`src/rtl/soc_dma_initiator.sv`:
```
// soc_dma_initiator: word-copy DMA engine, initiator on the SoC native memory bus.
//   Configured through an MMIO responder port (SRC/DST/LEN/CTRL/STATUS/REMAIN).
//   Once started it copies LEN 32-bit words SRC->DST, one read beat then one
//   write beat per word, with a per-beat acknowledge timeout.
// Ports:
//   clk, resetn             clock, async active-low reset
//   mmio_wr/rd/addr/wdata/wstrb -> mmio_rdata/mmio_ready   register access
//   mem_valid/addr/wdata/wstrb  <- mem_ready/mem_rdata     bus initiator
//   irq                     level interrupt = done & irq_en
module soc_dma_initiator #(
  parameter int TIMEOUT_CYCLES = 1024,
  parameter int LEN_W          = 16
) (
  input  logic        clk,
  input  logic        resetn,
  input  logic        mmio_wr,
  input  logic        mmio_rd,
  input  logic [15:0] mmio_addr,
  input  logic [31:0] mmio_wdata,
  input  logic [3:0]  mmio_wstrb,
  output logic [31:0] mmio_rdata,
  output logic        mmio_ready,
  output logic        mem_valid,
  output logic [31:0] mem_addr,
  output logic [31:0] mem_wdata,
  output logic [3:0]  mem_wstrb,
  input  logic        mem_ready,
  input  logic [31:0] mem_rdata,
  output logic        irq
);
  localparam int TW = $clog2(TIMEOUT_CYCLES + 1);

  localparam logic [15:0] A_SRC    = 16'h0000;
  localparam logic [15:0] A_DST    = 16'h0004;
  localparam logic [15:0] A_LEN    = 16'h0008;
  localparam logic [15:0] A_CTRL   = 16'h000C;
  localparam logic [15:0] A_STATUS = 16'h0010;
  localparam logic [15:0] A_REMAIN = 16'h0014;

  typedef enum logic [1:0] {IDLE, READ, WRITE} state_t;

  state_t             state_q, state_d;
  logic [31:2]        src_q, dst_q;
  logic [LEN_W-1:0]   len_q, remain_q;
  logic               irq_en_q, done_q, err_q;
  logic [31:0]        rd_ptr, wr_ptr, data_q;
  logic [TW-1:0]      tcnt;
  logic [31:0]        rd_val;

  logic acc, wr_ok, busy, start_go, w1c_done, w1c_err;
  logic beat_done, tmo, done_set, err_set;

  // A request held through its ack cycle must not be taken twice, hence the
  // !mmio_ready qualifier.
  assign acc       = (mmio_wr | mmio_rd) & ~mmio_ready;
  assign wr_ok     = acc & mmio_wr & (mmio_wstrb == 4'hF);
  assign busy      = (state_q != IDLE);
  assign start_go  = wr_ok & (mmio_addr == A_CTRL) & mmio_wdata[0] & ~busy;
  assign w1c_done  = wr_ok & (mmio_addr == A_STATUS) & mmio_wdata[1];
  assign w1c_err   = wr_ok & (mmio_addr == A_STATUS) & mmio_wdata[2];
  assign beat_done = mem_valid & mem_ready;
  assign tmo       = mem_valid & ~mem_ready & (tcnt == TW'(TIMEOUT_CYCLES - 1));
  assign irq       = done_q & irq_en_q;

  // ---------------- FSM ----------------
  always_ff @(posedge clk or negedge resetn) begin
    if (!resetn) state_q <= IDLE;
    else         state_q <= state_d;
  end

  always_comb begin
    state_d  = state_q;
    done_set = 1'b0;
    err_set  = 1'b0;
    case (state_q)
      IDLE: if (start_go) begin
        if (len_q == '0) done_set = 1'b1;
        else             state_d  = READ;
      end
      READ: begin
        if (beat_done) state_d = WRITE;
        else if (tmo) begin
          state_d = IDLE; done_set = 1'b1; err_set = 1'b1;
        end
      end
      WRITE: begin
        if (beat_done) begin
          if (remain_q == LEN_W'(1)) begin
            state_d = IDLE; done_set = 1'b1;
          end else state_d = READ;
        end else if (tmo) begin
          state_d = IDLE; done_set = 1'b1; err_set = 1'b1;
        end
      end
      default: state_d = IDLE;
    endcase
  end

  // ---------------- bus datapath ----------------
  // A beat is raised only from a cycle where mem_valid is low, which gives the
  // mandatory idle cycle between beats and keeps addr/wdata/wstrb frozen until
  // the handshake.
  always_ff @(posedge clk or negedge resetn) begin
    if (!resetn) begin
      mem_valid <= 1'b0;
      mem_addr  <= '0;
      mem_wdata <= '0;
      mem_wstrb <= '0;
      rd_ptr    <= '0;
      wr_ptr    <= '0;
      data_q    <= '0;
      remain_q  <= '0;
      tcnt      <= '0;
    end else if (state_q == IDLE) begin
      mem_valid <= 1'b0;
      if (start_go) begin
        rd_ptr   <= {src_q, 2'b00};
        wr_ptr   <= {dst_q, 2'b00};
        remain_q <= len_q;
      end
    end else if (!mem_valid) begin
      mem_valid <= 1'b1;
      tcnt      <= '0;
      if (state_q == READ) begin
        mem_addr  <= rd_ptr;
        mem_wdata <= '0;
        mem_wstrb <= 4'h0;
      end else begin
        mem_addr  <= wr_ptr;
        mem_wdata <= data_q;
        mem_wstrb <= 4'hF;
      end
    end else if (beat_done) begin
      mem_valid <= 1'b0;
      if (state_q == READ) begin
        data_q <= mem_rdata;
        rd_ptr <= rd_ptr + 32'd4;
      end else begin
        wr_ptr   <= wr_ptr + 32'd4;
        remain_q <= remain_q - LEN_W'(1);
      end
    end else if (tmo) begin
      mem_valid <= 1'b0;
    end else begin
      tcnt <= tcnt + TW'(1);
    end
  end

  // ---------------- registers ----------------
  always_comb begin
    rd_val = '0;
    case (mmio_addr)
      A_SRC:    rd_val = {src_q, 2'b00};
      A_DST:    rd_val = {dst_q, 2'b00};
      A_LEN:    rd_val = 32'(len_q);
      A_CTRL:   rd_val = {30'b0, irq_en_q, 1'b0};
      A_STATUS: rd_val = {29'b0, err_q, done_q, busy};
      A_REMAIN: rd_val = 32'(remain_q);
      default:  rd_val = '0;
    endcase
  end

  // rdata is captured from pre-update state, so a STATUS read landing in the
  // completion cycle returns the old value. Set beats W1C on done/error.
  always_ff @(posedge clk or negedge resetn) begin
    if (!resetn) begin
      mmio_ready <= 1'b0;
      mmio_rdata <= '0;
      src_q      <= '0;
      dst_q      <= '0;
      len_q      <= '0;
      irq_en_q   <= 1'b0;
      done_q     <= 1'b0;
      err_q      <= 1'b0;
    end else begin
      mmio_ready <= acc;
      mmio_rdata <= (acc & mmio_rd) ? rd_val : 32'd0;
      if (wr_ok && !busy) begin
        if (mmio_addr == A_SRC) src_q <= mmio_wdata[31:2];
        if (mmio_addr == A_DST) dst_q <= mmio_wdata[31:2];
        if (mmio_addr == A_LEN) len_q <= mmio_wdata[LEN_W-1:0];
      end
      if (wr_ok && mmio_addr == A_CTRL) irq_en_q <= mmio_wdata[1];
      if (start_go) begin
        done_q <= done_set;
        err_q  <= 1'b0;
      end else begin
        done_q <= done_set | (done_q & ~w1c_done);
        err_q  <= err_set  | (err_q  & ~w1c_err);
      end
    end
  end

endmodule

```
`config.mk`:
```
export PLATFORM = sky130hd
export DESIGN_NAME = soc_dma_initiator
export DESIGN_NICKNAME = d
export VERILOG_FILES = /design/src/rtl/soc_dma_initiator.sv
export SDC_FILE = /design/constraint.sdc
export NUM_CORES = 1
export LEC_CHECK = 0
export CORE_MARGIN = 8
export CORE_UTILIZATION = 50
export CTS_BUF_LIST = sky130_fd_sc_hd__clkbuf_4 sky130_fd_sc_hd__clkbuf_8
export DETAILED_ROUTE_END_ITERATION = 8
export DONT_BUFFER_PORTS = 1
export PLACE_DENSITY = 0.71
export SETUP_SLACK_MARGIN = 0.15
export SLEW_MARGIN = 20
export SYNTH_ARGS = -nofsm -noshare
export SYNTH_HDL_FRONTEND = slang
export SYNTH_SLANG_ARGS = --single-unit
```
`constraint.sdc`:
```
create_clock -name clk -period 2.16 [get_ports clk]
set_input_delay 0.54 -clock clk [delete_from_list [all_inputs] [get_ports clk]]
set_output_delay 0.54 -clock clk [all_outputs]
set_load 0.05 [all_outputs]
```
* Yosys cells after proc, flatten, opt, wreduce, memory -nomap -nowiden
Cells that the tools add are included.
Operators by class: add/subtract/negate cells 4, multiply operators 0, div/mod/pow operators 0, order comparisons 0, equal/unequal tests 15, shift-type cells 0, mux-type cells 44, bitwise operators 26, reduce and logical (&&, ||, !) cells 20
Operators by type and width (count):
- 32-bit 2-to-1 mux | 13
- 32-bit one-hot mux with 6 select lines | 1
- 16-bit 2-to-1 mux | 5
- 32-bit by 3-bit adder with 32-bit output (second input constant) | 2
- 11-bit 2-to-1 mux | 3
- 16-bit by 4-bit == test with 1-bit output (second input constant) | 2
- 16-bit by 5-bit == test with 1-bit output (second input constant) | 2
- 16-bit zero test | 2
- 1-bit AND | 16
- 16-bit by 1-bit == test with 1-bit output (second input constant) | 1
- 16-bit by 3-bit == test with 1-bit output (second input constant) | 1
- 16-bit by 1-bit subtractor with 16-bit output (second input constant) | 1
- 1-bit 2-to-1 mux | 14
- 4-bit AND reduction | 3
- 11-bit by 1-bit adder with 11-bit output (second input constant) | 1
- 11-bit by 10-bit == test with 1-bit output (second input constant) | 1
- 2-bit 2-to-1 mux | 5
- 2-bit inequality test (second input constant) | 5
- 2-bit AND reduction | 5
- 2-bit nonzero test | 4
- 1-bit inverter | 7
- 2-bit one-hot mux with 3 select lines | 1
- 4-bit == test (second input constant) | 1
- 4-bit 2-to-1 mux | 1
- other kinds (9) | 12
Storage, ports and cells: bits in registers 306, bits in latches 0, memory bits (writable) 0, memory bits (read-only) 0, input port bits 89, output and inout port bits 103, memories kept 0

* Depth between registers and ports, before layout
depth in word-level cells 11, gate-level depth with buffers 11, depth with buffers taken out 8

* Least setup slack after synthesis
OpenSTA, ideal clock, no wires.
kind flip-flop to flip-flop, start reg mem_valid, end reg rd_ptr[16], arrival 2.290 ns, required time 2.093 ns, setup slack -0.197 ns, stages on the path, launching flop included 9, path buffers 3, path through dfrtp_1 -> buf_2 -> nand4b_1 -> buf_2 -> or4_1 -> buf_2 -> or3_1 -> nand3_1 -> o221a_1
On the way: longest elaborated chain between the ends 3, elaborated cells between the ends (all ways) 4, classes of those cells 1 x bitwise; 3 x reduce/logical
RTL lines:
- start, declared | line 23 | output logic mem_valid,
- start signal, assigned | line 105 | mem_valid <= 1'b0;
- start signal, assigned | line 115 | mem_valid <= 1'b0;
- start signal, assigned | line 122 | mem_valid <= 1'b1;
- 1-bit AND | line 61 | assign beat_done = mem_valid & mem_ready;
- 2-bit nonzero test (no line)
- 4-bit AND reduction (no line) (*)
- end signal, assigned | line 117 | rd_ptr <= {src_q, 2'b00};
- end signal, assigned | line 137 | rd_ptr <= rd_ptr + 32'd4;
- end, declared | line 46 | logic [31:0] rd_ptr, wr_ptr, data_q;
Every way passes the cells marked *; elsewhere a longest branch is shown, timed or not. A chain may end at the register's enable or synchronous reset.

* Worst setup path in the final report
start reg state_q[1], end reg rd_ptr[18]
On the way: longest elaborated chain between the ends 5, elaborated cells between the ends (all ways) 11, classes of those cells 2 x eq/ne; 1 x mux; 2 x bitwise; 6 x reduce/logical
RTL lines:
- start, declared | line 42 | state_t state_q, state_d;
- start signal, assigned | line 68 | else state_q <= state_d;
- 2-bit nonzero test | line 57 | assign busy = (state_q != IDLE);
- 1-bit inverter | line 58 | assign start_go = wr_ok & (mmio_addr == A_CTRL) & mmio_wdata[0] & ~busy;
- 1-bit AND | line 58
- 2-bit inequality test (no line)
- 4-bit AND reduction (no line)
Parallel ways exist; a longest one is shown, timed or not.

==> flow_metrics.env <==
export IMPL_r2r_start="state_q[1]"
export IMPL_dieArea_um2=35600
export IMPL_core_area_um2=29500
export IMPL_area_growth_pct=36.9
export IMPL_drive_gt1_share_pct=36.4
export IMPL_synthDistinctLibCells=84
export IMPL_synth_simple_area_share_pct=20.7
export IMPL_power_density_nw_per_um2=1370
export IMPL_cts_num_sinks=297
export IMPL_synth_xor_area_share_pct=1.29
export IMPL_final_max_slew_violation_count=0
export IMPL_synth_area_mux_share_pct=10.9
export IMPL_fillCellCount=2022
export IMPL_hold_ws_ps=-329
export IMPL_place_hpwl_mm=31.9
export IMPL_finalHoldViolCount=297
export IMPL_syn_cell_area_um2=14900
export IMPL_start_util_pct=50.6
export IMPL_place_congestion=0.923
export IMPL_grt_pass1_vias=14000
export IMPL_r2r_end="rd_ptr[18]"
export IMPL_ioPinCount=192
export IMPL_drt_first_pass_iters=7
export IMPL_hp_class="input pin to async pin"
export IMPL_path_class="flop to flop"
export IMPL_synth_top_family_by_area="simple AND/OR/NAND/NOR gates"
export IMPL_violations="negative hold slack, negative setup slack"
export IMPL_drt_iter0_markers=2021
export IMPL_worstPathMaxFanout=5
export IMPL_num_rows=63
export IMPL_grt_max_degree=298
export IMPL_required_ps=2670
export IMPL_arrival_ps=2900
export IMPL_reg2reg_slack_ps=-230
export IMPL_synth_edf_count=0
export IMPL_synth_top_cell_by_area="dfrtp_1"
export IMPL_netlist_instances=1528
export IMPL_clk_latency_ps=590
export IMPL_route_detailed_drc=0
export IMPL_antenna_found_initial=0
export IMPL_synth_top_area_share_pct=49.9
export IMPL_r2r_cells=9
export IMPL_layout_nets=1817
export IMPL_final_min_clock_period_ps=2390
export IMPL_overflow=0
export IMPL_async_flop_share_pct=100
export IMPL_synthTopCellsByCount="297 x dfrtp_1, 251 x nand2_1, 99 x nor2_1"
export IMPL_max_cap_viol_count=0
export IMPL_routed_wirelength_mm=55.8
export IMPL_dr_total_vias=14000
export IMPL_die_w_um=189
export IMPL_antenna_left=0
export IMPL_synth_compound_area_share_pct=12.5
export IMPL_post_place_ws_ps=-206
export IMPL_worstMarginPinSlew_ps=651
export IMPL_synth_seq_area_share_pct=49.9
export IMPL_wl_per_cell_um=26.0
export IMPL_timing_final_crit_share_pct=111
export IMPL_irDropWorstVdd_uv=767
export IMPL_die_y_um=189
export IMPL_rsz0062_at_grt="yes"
export IMPL_grt_pass1_wl_mm=79.5
export IMPL_cts_buffer_depth=3
export IMPL_vias_per_cell=6.53
export IMPL_io_buffers=0
export IMPL_path_clk_slew_ps=60
export IMPL_num_antenna_cells=0
export IMPL_cts_tree="yes"
export IMPL_setup_viol=102
export IMPL_gr_usage_all_layers_pct=28.1
export IMPL_yosys_most_used_dff="dfrtp_1"
export IMPL_synth_most_common_cell="dfrtp_1"
export IMPL_cts_root_buffer="clkbuf_8"
export IMPL_end_kind="flop"
export IMPL_synth_area_per_cell_um2=9.75
export IMPL_cts_htree_levels=2
export IMPL_yosys_warnings=0
export IMPL_max_slew_margin_pct=56.2
export IMPL_yosys_area_share_adder_pct=0.756
export IMPL_fmax_mhz=418
export IMPL_p_leak_nw=9.49
export IMPL_power_mw=28.0
export IMPL_start_kind="flop"
export IMPL_placed_cell_area_um2=16700
export IMPL_final_area_um2=20400
export IMPL_synth_area_leaders="dfrtp_1 50%, nand2_1 6.3%, mux2_1 6.0%, mux2i_1 4.4%, nand3_1 2.9%"
export IMPL_clock_skew_ps=25.9
export IMPL_fin_ws_ps=-233
export IMPL_outcome="finished, violations left"
export IMPL_ys_seq_elements=297
export IMPL_numCtsBuffers=52
report_power, final:
part	switching [mW]	total [mW]	internal [mW]
sequential	2.30	8.97	6.67
combinational	7.37	13.5	6.16
clock	2.42	5.53	3.11
total	12.1	28.0	15.9
metrics by stage:
| stage | setup TNS, ps | instances | hold slack, ps | utilization, % |
|---|---|---|---|---|
| 6_report | -5340 | 2149 | -329 | 69.2 |
| 5_1_grt | -13020 | 2149 | -363 | 69.2 |
| 4_1_cts | -533 | 2122 | -365 | 65.9 |
| 3_5_place_dp | -4020 | 1960 | 257 | 56.5 |
| 3_3_place_gp | -1660 | 1960 | 264 | 56.5 |
| 2_1_floorplan | -1010 | 1529 | 244 | - |
sequential cells by signal, summed over array words and instances, names as in the netlist:
register    count
state_q         2
mmio_rdata     32
mem_wstrb       1
rd_ptr         30
irq_en_q        1
dst_q          30
mem_wdata      32
tcnt           11
mem_addr       30
mem_valid       1
mmio_ready      1
src_q          30
len_q          16
data_q         32
remain_q       16
err_q           1
wr_ptr         30
done_q          1
worst max-delay path by stage:
stage          slack (ps)  cells past startpoint       start          end
5_1_grt              -300                     10  state_q[1]  remain_q[9]
3_5_place_dp         -210                      8  state_q[0]   rd_ptr[22]
2_1_floorplan         -80                     10  state_q[1]   rd_ptr[16]
3_3_place_gp         -140                      8  state_q[0]   rd_ptr[22]
6_report             -230                      9  state_q[1]   rd_ptr[18]
4_1_cts               -80                      8  state_q[0]   rd_ptr[12]
worst max-delay path, cell delays in order, from the launching register on:
cell,delay [ps]
dfrtp_1,410
inv_2,120
ha_2,200
nand4b_1,200
buf_4,220
or4_4,500
buf_6,170
nor3_4,110
xor2_1,170
o221a_1,220
layer usage:
metal / wire, um / global-route usage, % / up-vias
li1: - / - / 5881
met1: 20300 / 33.7 / 6862
met2: 25700 / 44.2 / 980
met3: 5680 / 7.38 / 319
met4: 4210 / 18.3 / 0
met5: 0 / 0 / -
cell type report:
type | count | area, um^2 | share of cell area (%)
clock buffer | 80 | 1010 | 4.97
timing repair buffer | 254 | 2830 | 13.9
inverter | 24 | 96.3 | 0.472
tap | 390 | 488 | 2.39
clock inverter | 14 | 105 | 0.515
sequential | 297 | 7440 | 36.4
multi-input combinational | 1090 | 8440 | 41.3
layout by cell type, fill, tap and decap left out, types with 8 or more instances in the layout:
cell      instances
dfrtp_1         294
nand2_1         238
buf_4           156
nor2_1           87
mux2_4           80
nand3_1          74
mux2i_1          66
clkbuf_8         66
o21ai_0          53
buf_6            48
a21oi_1          27
nand4_1          23
a22oi_1          22
buf_12           22
inv_1            19
o21ai_1          19
nor3_1           18
nor4_1           16
nor3_4           15
xnor2_1          14
a211oi_2         14
o22ai_1          14
clkbuf_4         14
buf_16           14
nand3_2          13
o21ai_2          12
or3_1            11
a21oi_2          11
nor4_4           10
or4_4            10
o211ai_1         10
o22ai_2          10
clkinv_2          9
and3_1            8
and4_1            8
o221a_1           8
cell families after synthesis:
group | count (synthesis)
DFF | 297
and+or+nand+nor | 624
buffers and inverters | 144
other | 1
xor gates and xnor gates | 22
AOI/OAI and AO/OA | 281
muxes | 150
adders and majority gates | 9
timing repair:
action	in CTS	in global routing
hold endpoints to repair	297	297
pin swaps	83	87
gates cloned	15	5
setup endpoints to repair	142	203
setup buffers	54	22
gates resized for setup	188	149
(Power assumes the default switching activity.)
